--- src/rtl/mem_access_pkg.sv ---
// rtl/mem_access_pkg.sv - shared widths, op encodings, FSM states and op decode helpers
package mem_access_pkg;

  localparam int REG_ADDR_W = 5;
  localparam int REG_W      = 32;
  localparam int ADDR_W     = 32;

  // Bus wait limit in BUSY cycles before the access is abandoned
  localparam logic [7:0] TIMEOUT_CYC = 8'd255;

  typedef enum logic [3:0] {
    MEM_NOP = 4'd0,
    MEM_LB  = 4'd1,
    MEM_LBU = 4'd2,
    MEM_LH  = 4'd3,
    MEM_LHU = 4'd4,
    MEM_LW  = 4'd5,
    MEM_SB  = 4'd6,
    MEM_SH  = 4'd7,
    MEM_SW  = 4'd8
  } mem_op_t;

  typedef enum logic {
    ST_IDLE = 1'b0,
    ST_BUSY = 1'b1
  } state_t;

  typedef enum logic [1:0] {
    SZ_NONE = 2'd0,
    SZ_BYTE = 2'd1,
    SZ_HALF = 2'd2,
    SZ_WORD = 2'd3
  } size_t;

  // Access size of an op; unknown codes decode as no access (NOP)
  function automatic size_t op_size(input logic [3:0] op);
    case (op)
      MEM_LB, MEM_LBU, MEM_SB: return SZ_BYTE;
      MEM_LH, MEM_LHU, MEM_SH: return SZ_HALF;
      MEM_LW, MEM_SW:          return SZ_WORD;
      default:                 return SZ_NONE;
    endcase
  endfunction

  function automatic logic op_is_store(input logic [3:0] op);
    return (op == MEM_SB) || (op == MEM_SH) || (op == MEM_SW);
  endfunction

endpackage

--- src/rtl/mem_access_if.sv ---
// rtl/mem_access_if.sv - data bus request/completion interface
interface mem_access_if;
  logic        dbus_req;
  logic        dbus_we;
  logic [31:0] dbus_addr;
  logic [3:0]  dbus_be;
  logic [31:0] dbus_wdata;
  logic [31:0] dbus_rdata;
  logic        dbus_ack;

  modport master (
    output dbus_req, dbus_we, dbus_addr, dbus_be, dbus_wdata,
    input  dbus_rdata, dbus_ack
  );

  modport slave (
    input  dbus_req, dbus_we, dbus_addr, dbus_be, dbus_wdata,
    output dbus_rdata, dbus_ack
  );
endinterface

--- src/rtl/mem_access_load_align.sv ---
// rtl/mem_access_load_align.sv - load lane select and sign/zero extension
module mem_access_load_align
  import mem_access_pkg::*;
(
  input  logic [1:0]       addr,
  input  logic [3:0]       op,
  input  logic [REG_W-1:0] rdata,
  output logic [REG_W-1:0] data
);

  logic [REG_W-1:0] shifted;

  // Shift the addressed lane down to bit 0, then extend per op
  always_comb begin
    shifted = rdata >> {addr, 3'b000};
    data    = rdata;
    case (op)
      MEM_LB:  data = {{24{shifted[7]}}, shifted[7:0]};
      MEM_LBU: data = {24'd0, shifted[7:0]};
      MEM_LH:  data = {{16{shifted[15]}}, shifted[15:0]};
      MEM_LHU: data = {16'd0, shifted[15:0]};
      default: data = rdata;
    endcase
  end

endmodule

--- src/rtl/mem_access.sv ---
// rtl/mem_access.sv - MEM pipeline stage: data bus access FSM and WB registers
module mem_access
  import mem_access_pkg::*;
#(
  parameter logic [7:0] TIMEOUT_LIMIT = TIMEOUT_CYC
) (
  input  logic                  clk,
  input  logic                  rst,
  input  logic [REG_ADDR_W-1:0] mem_wd,
  input  logic                  mem_wreg,
  input  logic [REG_W-1:0]      mem_wdata,
  input  logic [3:0]            mem_op,
  input  logic [ADDR_W-1:0]     mem_addr,
  input  logic [REG_W-1:0]      mem_sdata,
  input  logic                  flush,
  mem_access_if.master          dbus,
  output logic [REG_ADDR_W-1:0] wb_wd,
  output logic                  wb_wreg,
  output logic [REG_W-1:0]      wb_wdata,
  output logic                  stallreq,
  output logic                  exc_misalign,
  output logic                  exc_buserr
);

  state_t                state_q, state_d;
  logic [7:0]            cnt_q, cnt_d;
  logic [REG_ADDR_W-1:0] wb_wd_q, wb_wd_d;
  logic                  wb_wreg_q, wb_wreg_d;
  logic [REG_W-1:0]      wb_wdata_q, wb_wdata_d;
  logic                  exc_misalign_q, exc_misalign_d;
  logic                  exc_buserr_q, exc_buserr_d;
  logic                  stall_c;

  size_t                 size;
  logic                  is_mem, is_store, misaligned, busy;
  logic [3:0]            be_c;
  logic [REG_W-1:0]      bus_wdata_c, load_data;

  assign size       = op_size(mem_op);
  assign is_mem     = (size != SZ_NONE);
  assign is_store   = op_is_store(mem_op);
  assign misaligned = ((size == SZ_HALF) && mem_addr[0]) ||
                      ((size == SZ_WORD) && (mem_addr[1:0] != 2'b00));

  mem_access_load_align load_align (
    .addr  (mem_addr[1:0]),
    .op    (mem_op),
    .rdata (dbus.dbus_rdata),
    .data  (load_data)
  );

  // Little-endian byte enables and lane-replicated store data
  always_comb begin
    be_c        = 4'b0000;
    bus_wdata_c = mem_sdata;
    case (size)
      SZ_BYTE: begin
        be_c        = 4'b0001 << mem_addr[1:0];
        bus_wdata_c = {4{mem_sdata[7:0]}};
      end
      SZ_HALF: begin
        be_c        = 4'b0011 << mem_addr[1:0];
        bus_wdata_c = {2{mem_sdata[15:0]}};
      end
      SZ_WORD: be_c = 4'b1111;
      default: be_c = 4'b0000;
    endcase
  end

  // Upstream holds op/addr/sdata stable while stalled, so bus fields stay stable until ack
  assign busy            = (state_q == ST_BUSY) && !rst;
  assign dbus.dbus_req   = busy;
  assign dbus.dbus_we    = busy && is_store;
  assign dbus.dbus_addr  = busy ? {mem_addr[31:2], 2'b00} : '0;
  assign dbus.dbus_be    = busy ? be_c : 4'b0000;
  assign dbus.dbus_wdata = busy ? bus_wdata_c : '0;

  // Next state, counter, WB payload and exception pulses; defaults are a WB bubble
  always_comb begin
    state_d        = state_q;
    cnt_d          = cnt_q;
    wb_wd_d        = '0;
    wb_wreg_d      = 1'b0;
    wb_wdata_d     = '0;
    exc_misalign_d = 1'b0;
    exc_buserr_d   = 1'b0;
    stall_c        = 1'b0;
    case (state_q)
      ST_IDLE: begin
        if (flush) begin
          state_d = ST_IDLE;
        end else if (!is_mem) begin
          wb_wd_d    = mem_wd;
          wb_wreg_d  = mem_wreg;
          wb_wdata_d = mem_wdata;
        end else if (misaligned) begin
          exc_misalign_d = 1'b1;
        end else begin
          stall_c = 1'b1;
          state_d = ST_BUSY;
          cnt_d   = 8'd0;
        end
      end
      ST_BUSY: begin
        if (flush) begin
          state_d = ST_IDLE;
        end else if (dbus.dbus_ack) begin
          state_d = ST_IDLE;
          if (!is_store) begin
            wb_wd_d    = mem_wd;
            wb_wreg_d  = mem_wreg;
            wb_wdata_d = load_data;
          end
        end else if (cnt_q == TIMEOUT_LIMIT - 8'd1) begin
          state_d      = ST_IDLE;
          exc_buserr_d = 1'b1;
        end else begin
          stall_c = 1'b1;
          cnt_d   = cnt_q + 8'd1;
        end
      end
      default: state_d = ST_IDLE;
    endcase
  end

  // State and WB/exception registers, cleared asynchronously
  always_ff @(posedge clk or posedge rst) begin
    if (rst) begin
      state_q        <= ST_IDLE;
      cnt_q          <= 8'd0;
      wb_wd_q        <= '0;
      wb_wreg_q      <= 1'b0;
      wb_wdata_q     <= '0;
      exc_misalign_q <= 1'b0;
      exc_buserr_q   <= 1'b0;
    end else begin
      state_q        <= state_d;
      cnt_q          <= cnt_d;
      wb_wd_q        <= wb_wd_d;
      wb_wreg_q      <= wb_wreg_d;
      wb_wdata_q     <= wb_wdata_d;
      exc_misalign_q <= exc_misalign_d;
      exc_buserr_q   <= exc_buserr_d;
    end
  end

  assign stallreq     = stall_c && !rst;
  assign wb_wd        = wb_wd_q;
  assign wb_wreg      = wb_wreg_q;
  assign wb_wdata     = wb_wdata_q;
  assign exc_misalign = exc_misalign_q;
  assign exc_buserr   = exc_buserr_q;

endmodule
--- src/flat_wrapper.sv ---
// flat-port wrapper written by rule: the top's interface ports become plain ports
module mem_access_flat import mem_access_pkg::*;
#(
  parameter logic [7:0] TIMEOUT_LIMIT = TIMEOUT_CYC
)
  (clk, rst, mem_wd, mem_wreg, mem_wdata, mem_op, mem_addr, mem_sdata, flush, wb_wd, wb_wreg, wb_wdata, stallreq, exc_misalign, exc_buserr, dbus_dbus_req, dbus_dbus_we, dbus_dbus_addr, dbus_dbus_be, dbus_dbus_wdata, dbus_dbus_rdata, dbus_dbus_ack);
  mem_access_if dbus_i ();
  input  logic clk;
  input  logic rst;
  input  logic [REG_ADDR_W-1:0] mem_wd;
  input  logic mem_wreg;
  input  logic [REG_W-1:0] mem_wdata;
  input  logic [3:0] mem_op;
  input  logic [ADDR_W-1:0] mem_addr;
  input  logic [REG_W-1:0] mem_sdata;
  input  logic flush;
  output logic [REG_ADDR_W-1:0] wb_wd;
  output logic wb_wreg;
  output logic [REG_W-1:0] wb_wdata;
  output logic stallreq;
  output logic exc_misalign;
  output logic exc_buserr;
  output wire logic [$bits(dbus_i.dbus_req)-1:0] dbus_dbus_req;
  output wire logic [$bits(dbus_i.dbus_we)-1:0] dbus_dbus_we;
  output wire logic [$bits(dbus_i.dbus_addr)-1:0] dbus_dbus_addr;
  output wire logic [$bits(dbus_i.dbus_be)-1:0] dbus_dbus_be;
  output wire logic [$bits(dbus_i.dbus_wdata)-1:0] dbus_dbus_wdata;
  input wire logic [$bits(dbus_i.dbus_rdata)-1:0] dbus_dbus_rdata;
  input wire logic [$bits(dbus_i.dbus_ack)-1:0] dbus_dbus_ack;
  assign dbus_dbus_req = dbus_i.dbus_req;
  assign dbus_dbus_we = dbus_i.dbus_we;
  assign dbus_dbus_addr = dbus_i.dbus_addr;
  assign dbus_dbus_be = dbus_i.dbus_be;
  assign dbus_dbus_wdata = dbus_i.dbus_wdata;
  assign dbus_i.dbus_rdata = dbus_dbus_rdata;
  assign dbus_i.dbus_ack = dbus_dbus_ack;
  mem_access #(.TIMEOUT_LIMIT(TIMEOUT_LIMIT)) u_core (.clk(clk), .rst(rst), .mem_wd(mem_wd), .mem_wreg(mem_wreg), .mem_wdata(mem_wdata), .mem_op(mem_op), .mem_addr(mem_addr), .mem_sdata(mem_sdata), .flush(flush), .dbus(dbus_i), .wb_wd(wb_wd), .wb_wreg(wb_wreg), .wb_wdata(wb_wdata), .stallreq(stallreq), .exc_misalign(exc_misalign), .exc_buserr(exc_buserr));
endmodule
--- config.mk ---
export PLATFORM = sky130hd
export DESIGN_NAME = mem_access_flat
export DESIGN_NICKNAME = d
export VERILOG_FILES = /design/src/rtl/mem_access_pkg.sv /design/src/rtl/mem_access_if.sv /design/src/rtl/mem_access_load_align.sv /design/src/rtl/mem_access.sv /design/src/flat_wrapper.sv
export SDC_FILE = /design/constraint.sdc
export NUM_CORES = 1
export LEC_CHECK = 0
export ABC_AREA = 1
export CORE_ASPECT_RATIO = 0.8
export CORE_MARGIN = 3
export CORE_UTILIZATION = 24
export DETAILED_ROUTE_END_ITERATION = 7
export PLACE_DENSITY = 0.64
export SKIP_LAST_GASP = 1
export SYNTH_ARGS = -nofsm -noshare
export SYNTH_HDL_FRONTEND = slang
export SYNTH_HIERARCHICAL = 1
export SYNTH_SLANG_ARGS = --single-unit
--- constraint.sdc ---
create_clock -name clk -period 2.6 [get_ports clk]
set_input_delay 0.39 -clock clk [delete_from_list [all_inputs] [get_ports clk]]
set_output_delay 0.39 -clock clk [all_outputs]
set_load 0.03 [all_outputs]
# [Yosys cells after proc, flatten, opt, wreduce, memory -nomap -nowiden]
# Memories as Yosys holds them, arrays and structs flattened.
# Cells that the tools add are included.
[op_classes] shift=3 addsub=1 reduce_logical=12 eq_ne=17 n_bitwise=1 div_mod_pow=0 n_mux=46 n_mul=0 magnitude_cmp=0
[ops] operator="$mux 32" count=7
[ops] operator="$pmux 32 s2" count=2
[ops] operator="$pmux 32 s4" count=1
[ops] operator="$mux 8" count=6
[ops] operator="$shr 32x5->16" count=1
[ops] operator="$mux 5" count=5
[ops] operator="$mux 1" count=19
[ops] operator="$pmux 8 s2" count=1
[ops] operator="$eq 4x3->1 const B" count=3
[ops] operator="$pmux 4 s3" count=1
[ops] operator="$ne 2x2->1 const B" count=5
[ops] operator="$pmux 5 s2" count=1
[ops] operator="$add 8x1->8 const B" count=1
[ops] operator="$eq 4x2->1 const B" count=2
[ops] operator="$eq 8x8->1 const B" count=1
[ops] operator="$reduce_and 6->1" count=1
[ops] operator="$logic_and 1x1->1" count=5
[ops] operator="$eq 2x2->1 const B" count=2
[ops] operator="$eq 4x1->1 const B" count=1
[ops] operator="$eq 4x4->1 const B" count=1
[ops] operator="$mux 4" count=1
[ops] operator="$pmux 1 s2" count=2
[ops] operator="$reduce_bool 2->1" count=2
[ops] operator="$shl 1x2->4 const A" count=1
[ops] operator="6 further kinds" count=8
[totals] memories=1 elab_cells=88 mem_bits_rw=0 ff_bits=49 in_bits=142 romBits=32 latchBits=0
[memory_table] name="(no name shown)" words=16 width=2 rd=1 rd_ports_with_merged_regs=0 write_ports=0 line="mem_access_pkg.sv:37" source="case (op)"

# [Longest topological paths before layout]
# An unclocked memory read counts as a cell.
[depth] ltp_word=9 ltp_mapped=14

# [By module]
# Netlist, hierarchy kept.
[modules_own_cells] module="mem_access" area_each_um2=3373.2 instances=1 cells_per_inst=464
[modules_own_cells] module="mem_access_load_align" area_each_um2=1133.6 instances=1 cells_per_inst=243

# [Least setup slack after synthesis]
# OpenSTA, ideal clock, no wires.
[synth_path] kind="input-to-output" startpoint="input mem_op[0]" endpoint="output dbus_dbus_wdata[13]" cell_stages=12 path_buffers=2 t_arrival_ns=2.559 setup_slack_ns=-0.349 cell_sequence="inv_1 > ha_1 > o21ai_0 > inv_1 > ha_1 > buf_2 > clkinv_1 > buf_2 > a21oi_1 > o21ai_0 > nand2_1 > a21oi_1"
[synth_via] elab_chain_cells=4
[synth_rtl] element="start, declared" line="flat_wrapper.sv:13" source="input logic [3:0] mem_op;"
[synth_rtl] element="$mem_v2 16x2 *"
[synth_rtl] element="$eq 2x2->1 / $eq 2x1->1 (equally long branches)" line="mem_access.sv:56" source="case (size)"
[synth_rtl] element="$pmux 32 s2 *" line="mem_access.sv:56"
[synth_rtl] element="$mux 32 *" line="mem_access.sv:76" source="assign dbus.dbus_wdata = busy ? bus_wdata_c : '0;"
[synth_rtl] element="end, declared" line="flat_wrapper.sv:27" source="output wire logic [$bits(dbus_i.dbus_wdata)-1:0] dbus_dbus_wdata;"
# Every way passes the cells marked *; elsewhere a longest branch is shown, timed or not.

# [Worst setup path in the final report]
[layout_path] startpoint="input mem_op[0]" endpoint="output dbus_dbus_wdata[12]"
# The elaborated chain is that of the path after synthesis.

==> impl_metrics.ini <==
[outcome]
outcome = finished, final reports clean

[global_route]
grt_pass1_vias = 5142
antenna_found_initial = 0
grt_pass1_wl_um = 26500
track_usage_pct = 15.8
grt_max_degree = 39
gr-total-overflow = 0

[timing]
hold_violations = 0
timing.fmax_mhz = 405
setup_violations = 0
skew_ns = 0.00473
period_minus_slack_ns = 2.47
fin_crit_sh_pct = 95.1
rsz0062_at_grt = yes
holdWs_ns = 0.552
timing.final.max_slew_violations = 0
tightest_slew_ns = 0.535
worst_slack_ns = 0.128
relSlewSlack_pct = 64.3

[synth]
syn-cell-area_um2 = 4510
synth_common_cells = inv_1, nand2_1, nand3_1, nor2_1, dfrtp_1
yosys_warnings = 6
ys_seq_area_share_pct = 27.2
netlist_instances = 707
ys_ff_latch = 49
ys.flop_type = dfrtp_1
async_flop_share_pct = 100
synth_edf_count = 0
synth_top_area_share_pct = 27.2
syn-mean-instance-area_um2 = 6.37
yosysTopAreaCell = dfrtp_1
synth_cell_types = 32
synthTopCellsByArea = dfrtp_1, inv_1, nand2_1, nand3_1, o22ai_2

[floorplan]
die-area_um2 = 20500
boundaryPins = 253
fp.dieH_um = 129
die_w_um = 159
row_count = 44
core_area_um2 = 18300
initial_core_util_pct = 24.7

[worst_setup_path]
required_ns = 2.21
path_cells = clkbuf_2 -> inv_2 -> ha_4 -> a21oi_4 -> a31oi_4 -> buf_6 -> ha_4 -> clkinv_4 -> buf_12 -> a21oi_1 -> o21ai_0 -> nand2_1 -> a21oi_2 -> buf_4
crit_type = in -> out
critPathBufInv = 6
cp_top_family = buffers and inverters
crit_path_start_kind = input pin
arrival_ns = 2.08
end_kind = primary output
r2r_slack_ns = 1.08
cp_slowest_stage_delay_ns = 0.28
crit_top_cell = ha_4
crit_slowest_cell = ha_4
crit_fanout = 9

[power]
pwr-share-seq_pct = 29.2
peakVddDrop_v = 0.000305
p_int_mw = 1.78
switchingPower_mw = 1.08
swShare_pct = 37.8
p_per_area_nw_per_um2 = 371
p_clk_share_pct = 23.6
p_total_mw = 2.86
combPwrFrac_pct = 47.2
cellLeakagePower_nw = 3.97

[clocking]
clock_path_buffers = 2
cts_sinks = 49
numCtsBuffers = 5
cts_hold_buf = 0
path_clk_slew_ns = 0.07
cts_tree = done
cts_root_buffer = clkbuf_16
insertion_delay_ns = 0.29
htree_levels = 2

[finish]
antenna_cells = 0
synthToLayoutAreaGrowth_pct = 71.3
final_area_um2 = 7720
drive_above_1_share_pct = 22.6
final_core_util_pct = 42.2
fin_nets = 1122

[detailed_routing]
firstDrtPassIters = 6
initialDrtViolationCount = 292
vias = 5245
vias_per_cell = 4.29
post_drt_wl_per_cell_um = 13.7
wirelength_um = 16700
ant_nets = 0
drc = 0

[placement]
dp_slack_ns = -0.515
dpl.hpwl_um = 13500
io_buffers = 250
gp_congestion = 0.890
place_area_um2 = 7370

[min_path]
hp-class = reg -> reg

[job]
cap_violations = 0
==> metrics by stage <==
stage                     setup TNS [ns]  std cells
after floorplan                        0        708
after global routing             -0.0128       1224
after CTS                              0       1223
final                                  0       1224
after detailed placement          -18.98       1213
after global placement            -13.31       1213
==> flip-flops by register name (all words and copies together), names as in the netlist <==
register and cells:
u_core/wb_wd 5, u_core/cnt_q 8, u_core/wb_wreg 1, u_core/wb_wdata 32, u_core/exc_buserr 1, u_core/state_q 1, u_core/exc_misalign 1
==> layer usage <==
metal	wire length, um	vias to the layer above	track usage, %
met5	0	-	0
met3	1180	11	3.77
li1	-	2702	-
met2	7660	186	25.5
met4	157	0	3.24
met1	7740	2346	21.7
==> area by class of cell <==
cell class,count,area (um2)
Sequential cell,49,1230
Inverter,163,624
Clock buffer,5,125
Tap cell,253,317
Timing Repair Buffer,293,2780
Clock inverter,3,26.3
Fill cell,1901,10600
Multi-Input combinational cell,458,2630
==> power by group through the flow <==
stage / combinational (mW) / clock [mW] / sequential (mW)
3_5_place_dp: 1.29 / 0 / 0.849
5_1_grt: 1.46 / 0.734 / 0.840
3_3_place_gp: 1.28 / 0 / 0.849
6_report: 1.35 / 0.675 / 0.834
4_1_cts: 1.34 / 0.700 / 0.835
2_1_floorplan: 0.634 / 0 / 0.928
==> repair_timing <==
item	CTS	global route
setup buffers	2	1
pin swaps	9	10
gates resized for setup	50	17
endpoints found under the setup margin	29	29
==> worst min-delay path: stages (launching register included) <==
cell and delay, ns:
dfrtp_1 0.39, nand2_1 0.06, o21ai_0 0.06
==> logic make-up (layout without fill, tap and decap cells) <==
family | Yosys count | in the layout | synth area share [%]
AND/OR/NAND/NOR | 356 | 356 | 34.6
AO/OA/AOI/OAI | 89 | 89 | 15.6
buffers and inverters | 201 | 464 | 19.5
other | 1 | 2 | 0.0832
XOR/XNOR | 1 | 1 | 0.194
adder cells (fa/ha/maj) | 10 | 10 | 2.78
flip-flops | 49 | 49 | 27.2
==> final timing paths <==
check	to	startpoint	depth (start not counted)
setup / recovery	dbus_dbus_wdata[12]	mem_op[0]	14
hold / removal	u_core/cnt_q[4]	u_core/cnt_q[4]	2
setup reg to reg	u_core/wb_wdata[10]	u_core/state_q	5
hold reg to reg	u_core/cnt_q[4]	u_core/cnt_q[4]	2
max in group asynchronous	u_core/wb_wdata[20]	rst	3
min in group asynchronous	u_core/exc_misalign	rst	2
==> cells in the final DEF (no fill, tap or decap), types with 5 or more instances in the layout <==
master	count
clkdlybuf4s50_1	178
buf_12	6
inv_1	149
inv_2	11
o22ai_2	30
nand2_2	8
nor3_1	5
o21ai_1	10
dfrtp_1	49
nand2_1	154
ha_1	6
o211ai_1	9
nand3_1	100
o21ai_0	11
clkbuf_16	5
nor2_2	11
a21oi_2	10
buf_6	15
a21oi_1	5
buf_4	90
nor2_1	66
No activity file was read; power rests on OpenSTA's default activity.
